--- src/rtl/fc_pkg.sv ---
// Shared constants and state encoding for the MNIST fully-connected layers.
package fc_pkg;

  localparam int unsigned H1_DIM    = 32;
  localparam int unsigned N_CLASSES = 10;
  localparam int unsigned ACT_W     = 8;
  localparam int unsigned ACC_W     = 32;
  localparam int unsigned RD_LAT    = 1;

  typedef enum logic [2:0] {
    ST_IDLE,
    ST_BIAS,
    ST_MAC,
    ST_CMP,
    ST_DONE
  } state_t;

endpackage

--- src/rtl/argmax_tracker.sv ---
// Running argmax: strict signed greater-than, so on ties the earliest (lowest) index is kept.
module argmax_tracker
  import fc_pkg::*;
#(
  parameter int unsigned IDX_W = 4,
  parameter int unsigned VAL_W = ACC_W
) (
  input  logic                    clk,
  input  logic                    rst_n,
  input  logic                    clr,
  input  logic                    upd,
  input  logic [IDX_W-1:0]        idx,
  input  logic signed [VAL_W-1:0] val,
  output logic [IDX_W-1:0]        best_idx,
  output logic signed [VAL_W-1:0] best_val
);

  // clr marks the first candidate of a run, which is taken unconditionally
  always_ff @(posedge clk or negedge rst_n) begin
    if (!rst_n) begin
      best_idx <= '0;
      best_val <= '0;
    end else if (upd && (clr || (val > best_val))) begin
      best_idx <= idx;
      best_val <= val;
    end
  end

endmodule

--- src/rtl/fc2_argmax_layer.sv ---
// Output FC layer: serial int8 MAC per class with bias, followed by running argmax.
// Optional macro FC2_LOGIT_OUT_EN exposes a per-logit write port for debug/softmax readout.
module fc2_argmax_layer
  import fc_pkg::*;
#(
  parameter int unsigned IN_DIM   = H1_DIM,
  parameter int unsigned OUT_DIM  = N_CLASSES,
  parameter int unsigned W_ADDR_W = $clog2(IN_DIM * OUT_DIM)
) (
  input  logic                         clk,
  input  logic                         rst_n,
  input  logic                         start,
  output logic                         busy,
  output logic                         done,
  output logic [$clog2(IN_DIM)-1:0]    h_addr,
  input  logic signed [ACT_W-1:0]      h_data,
  output logic [W_ADDR_W-1:0]          w_addr,
  input  logic signed [ACT_W-1:0]      w_data,
  output logic [$clog2(OUT_DIM)-1:0]   b_addr,
  input  logic signed [ACC_W-1:0]      b_data,
  output logic [3:0]                   class_idx,
  output logic signed [ACC_W-1:0]      max_logit
`ifdef FC2_LOGIT_OUT_EN
  ,
  output logic                         logit_we,
  output logic [$clog2(OUT_DIM)-1:0]   logit_addr,
  output logic signed [ACC_W-1:0]      logit_data
`endif
);

  localparam int unsigned H_AW = $clog2(IN_DIM);
  localparam int unsigned B_AW = $clog2(OUT_DIM);

  state_t                   state;
  logic [B_AW-1:0]          j;
  logic [H_AW-1:0]          k;
  logic signed [ACC_W-1:0]  acc;
  logic signed [2*ACT_W-1:0] prod_c;
  logic signed [ACC_W-1:0]  prod_ext_c;
  logic                     cmp_c;

  assign prod_c     = h_data * w_data;
  assign prod_ext_c = ACC_W'(prod_c);
  assign cmp_c      = (state == ST_CMP);

  argmax_tracker #(.IDX_W(4), .VAL_W(ACC_W)) u_argmax (
    .clk      (clk),
    .rst_n    (rst_n),
    .clr      (j == '0),
    .upd      (cmp_c),
    .idx      (4'(j)),
    .val      (acc),
    .best_idx (class_idx),
    .best_val (max_logit)
  );

  // Addresses are registered one cycle ahead so data lands in the cycle that consumes it
  always_ff @(posedge clk or negedge rst_n) begin
    if (!rst_n) begin
      state  <= ST_IDLE;
      j      <= '0;
      k      <= '0;
      acc    <= '0;
      busy   <= 1'b0;
      done   <= 1'b0;
      h_addr <= '0;
      w_addr <= '0;
      b_addr <= '0;
    end else begin
      done <= 1'b0;
      case (state)
        ST_IDLE: begin
          if (start) begin
            j      <= '0;
            busy   <= 1'b1;
            b_addr <= '0;
            h_addr <= '0;
            w_addr <= '0;
            state  <= ST_BIAS;
          end
        end
        ST_BIAS: begin
          k      <= '0;
          h_addr <= H_AW'(RD_LAT);
          w_addr <= w_addr + W_ADDR_W'(RD_LAT);
          state  <= ST_MAC;
        end
        ST_MAC: begin
          if (k == '0) acc <= b_data + prod_ext_c;
          else         acc <= acc + prod_ext_c;
          if ((32'(k) + RD_LAT + 32'd1) < IN_DIM) begin
            h_addr <= h_addr + H_AW'(1);
            w_addr <= w_addr + W_ADDR_W'(1);
          end
          if (k == H_AW'(IN_DIM - 1)) state <= ST_CMP;
          else                        k     <= k + H_AW'(1);
        end
        ST_CMP: begin
          if (j == B_AW'(OUT_DIM - 1)) begin
            state <= ST_DONE;
          end else begin
            j      <= j + B_AW'(1);
            b_addr <= j + B_AW'(1);
            h_addr <= '0;
            w_addr <= W_ADDR_W'((32'(j) + 32'd1) * IN_DIM);
            state  <= ST_BIAS;
          end
        end
        ST_DONE: begin
          done  <= 1'b1;
          busy  <= 1'b0;
          state <= ST_IDLE;
        end
        default: state <= ST_IDLE;
      endcase
    end
  end

`ifdef FC2_LOGIT_OUT_EN
  // One write pulse per logit, aligned with the compare cycle
  always_ff @(posedge clk or negedge rst_n) begin
    if (!rst_n) begin
      logit_we   <= 1'b0;
      logit_addr <= '0;
      logit_data <= '0;
    end else begin
      logit_we <= 1'b0;
      if (cmp_c) begin
        logit_we   <= 1'b1;
        logit_addr <= j;
        logit_data <= acc;
      end
    end
  end
`endif

endmodule
--- config.mk ---
export PLATFORM = sky130hd
export DESIGN_NAME = fc2_argmax_layer
export DESIGN_NICKNAME = d
export VERILOG_FILES = /design/src/rtl/fc_pkg.sv /design/src/rtl/argmax_tracker.sv /design/src/rtl/fc2_argmax_layer.sv
export SDC_FILE = /design/constraint.sdc
export NUM_CORES = 1
export LEC_CHECK = 0
export CORE_MARGIN = 8
export CORE_UTILIZATION = 58
export DETAILED_ROUTE_END_ITERATION = 16
export GPL_TIMING_DRIVEN = 0
export PLACE_DENSITY = 0.87
export SLEW_MARGIN = 10
export SYNTH_ARGS = -nofsm -noshare
export SYNTH_HDL_FRONTEND = slang
export SYNTH_SLANG_ARGS = --single-unit
--- constraint.sdc ---
create_clock -name clk -period 5.1 [get_ports clk]
set_clock_uncertainty 0.1 [all_clocks]
set_input_delay 0.765 -clock clk [delete_from_list [all_inputs] [get_ports clk]]
set_output_delay 0.765 -clock clk [all_outputs]
set_load 0.01 [all_outputs]
==> run metrics <==
status finished with violations; failing checks negative setup slack; register area share after synthesis 0.2557; r2r setup slk -0.83 ns; post-synthesis net count 1271; FP Rows between 40 and 50; vias 8908; Total GRT Usage 0.2570; fmax 136.9 MHz; # hold bufs at CTS 0; clock latency on the worst-skew pair 0.36 ns; cell repeated most along the worst path fa_1; n_diodes 0; largest net degree at the start of global routing 55; WP data arrival ~7.4 ns; crit end category register; CTS H-tree lvls 3; cells after synthesis 1069; Final Hold Vio Count 0; Max-Cap Viols 0; area of the mapped netlist 9395 µm²; Final HPWL DP 18710 µm; DR pass1 iterations 7; Final Setup Violations 24; core region area 15890 µm²; clk sink count 96; Pins Over Slew Limit 0; CTS Buf Count 9; Die Height 143.3 µm; Critical R2R Launch k[0]$_DFFE_PN0P_; Avg Cell Area, Syn 8.789 µm²; normalized max-slew margin 0.4085; Iter 0 DRT Violations 1048; number of global-route vias before repair 8555; distinct cell type count after synthesis 60; Initial Utilization 0.5914; Synth Register Bits 96; I/O pins 107; GRT overflow 0; Die Area 20530 µm²; synth warn 0; DRC 0; Post-layout nets 1444; layout cells sized above 1 0.2055; RSZ-0062 raised after global routing yes; GPL Wtd Cong 0.9425; Placed Instance Area 10880 µm²; post-route cell area about 12000 µm²; width of the die 143.3 µm; worst slew pin tran 0.8791 ns; initial antenna violation count 0; RR Endpoint acc[28]$_DFFE_PN0P_; Critical Path Start Type primary input; final worst slack -2.204 ns; Setup CP Type in2reg; # fillers 971; Post-synth EDFFs 0; IO buf count 106; min cycle time layout 7.304 ns; Root Driver clkbuf_16; CP max-delay cell fa_1; reg2reg path depth 20; Detailed Route WL 29590 µm; clock-pin slew on the worst setup and hold paths 0.07 ns; Post-DRT Antenna Nets 0; min-delay worst type in2async; Final Cycle Share 1.432; Area growth syn-to-layout 29.27%; DR WL/cell 20.24 µm; CP peak stage delay 0.55 ns; most frequent cells in the layout nand2_1 (149), inv_1 (127), dfrtp_1 (96), clkdlybuf4s50_1 (89), ha_1 (78); routed vias/inst roughly 6.1; TritonCTS clock tree built; Critical Path Source h_data[7]; FFs w/ async S/R, synth 1.000; first-pass GRT wire length 42250 µm; most common cell after layout, fill and taps aside nand2_1; ys flop type dfrtp_1; CP max FO 8; CP Data Required Time 5.21 ns; Clock Path Buffers 2
==> Yosys cell counts, drive strengths merged (24+ instances only) <==
library cell / n / share of area
o21ai: 81 / 0.044
nand2: 152 / 0.061
dfrtp: 96 / 0.26
inv: 139 / 0.056
nor2: 39 / 0.016
clkbuf: 29 / 0.012
fa: 56 / 0.12
xnor2: 34 / 0.032
ha: 95 / 0.13
a21oi: 53 / 0.029
and2: 49 / 0.033
nand3: 24 / 0.013
mux2: 40 / 0.048
==> metal layers <==
metal / vias up / global-route usage / part of all wire
li1: 3940 / - / -
met1: 4311 / 0.3235 / 0.38
met2: 520 / 0.4369 / 0.48
met3: 135 / 0.04107 / 0.084
met4: 2 / 0.09353 / 0.053
met5: - / 0 / 0.0012
==> cells by family after synthesis <==
kind of cell | count (synthesis) | share of synthesized area
mux | 48 | 0.05647
flops | 96 | 0.2557
buf+inv | 171 | 0.06858
simple gates | 331 | 0.1667
xor+xnor | 51 | 0.05247
fa+ha+maj | 151 | 0.2458
compound gates | 221 | 0.1542
==> registers in the layout, indices dropped and copies added (netlist names) <==
name / cells
done: 1
w_addr: 9
u_argmax.best_idx: 4
h_addr: 5
k: 5
j: 4
state: 3
u_argmax.best_val: 32
busy: 1
acc: 32
==> worst max-delay path by stage <==
| stage | end |
|---|---|
| floorplan | acc[28]$_DFFE_PN0P_ |
| global placement | acc[28]$_DFFE_PN0P_ |
| detailed placement | acc[28]$_DFFE_PN0P_ |
| CTS | acc[28]$_DFFE_PN0P_ |
| global route | acc[29]$_DFFE_PN0P_ |
| finish | acc[27]$_DFFE_PN0P_ |
==> metrics by stage <==
stage               instances  utilization  hold WS (ns)  setup TNS [ns]  setup slack (ns)
floorplan                1069            -        0.3694          -20.50            -1.584
global placement         1391       0.6834        0.3796          -78.64            -2.819
detailed placement       1392       0.6850        0.3833          -47.81            -2.887
CTS                      1438       0.7356        0.3274          -24.80            -1.793
global route             1462       0.7646        0.3560          -38.75            -2.378
finish                   1462       0.7646        0.2973          -35.09            -2.204
==> critical path: cells and delay by family <==
kind | cells | cell delay, ns
compound gates | 11 | 2.31
xor+xnor | 1 | 0.14
fa+ha+maj | 6 | 2.67
buf+inv | 6 | 0.44
mux | 1 | 0.30
simple gates | 5 | 0.81
==> what timing repair did <==
| action | 4_1_cts | 5_1_grt |
|---|---|---|
| endpoints found under the setup margin | 24 | 24 |
| resized for setup | 157 | 70 |
| cloned | 1 | 0 |
| buffers inserted | 31 | 26 |
| pin swaps | 64 | 63 |
==> area by class of cell <==
cell class              count  area (µm²)  area share
multi-input cells         802        6929      0.5705
well taps                 216       270.3     0.02225
flip-flops and latches     96        2402      0.1978
inverters                 140       528.0     0.04347
repair buffers            164        1565      0.1289
plain buffers              29       145.1     0.01195
clock buffers              10       239.0     0.01968
clock inverters             5       66.31    0.005460
Power is left out: the tool's default activity adds up to more than one toggle a clock period on the data nets, which glitch-free logic cannot reach.
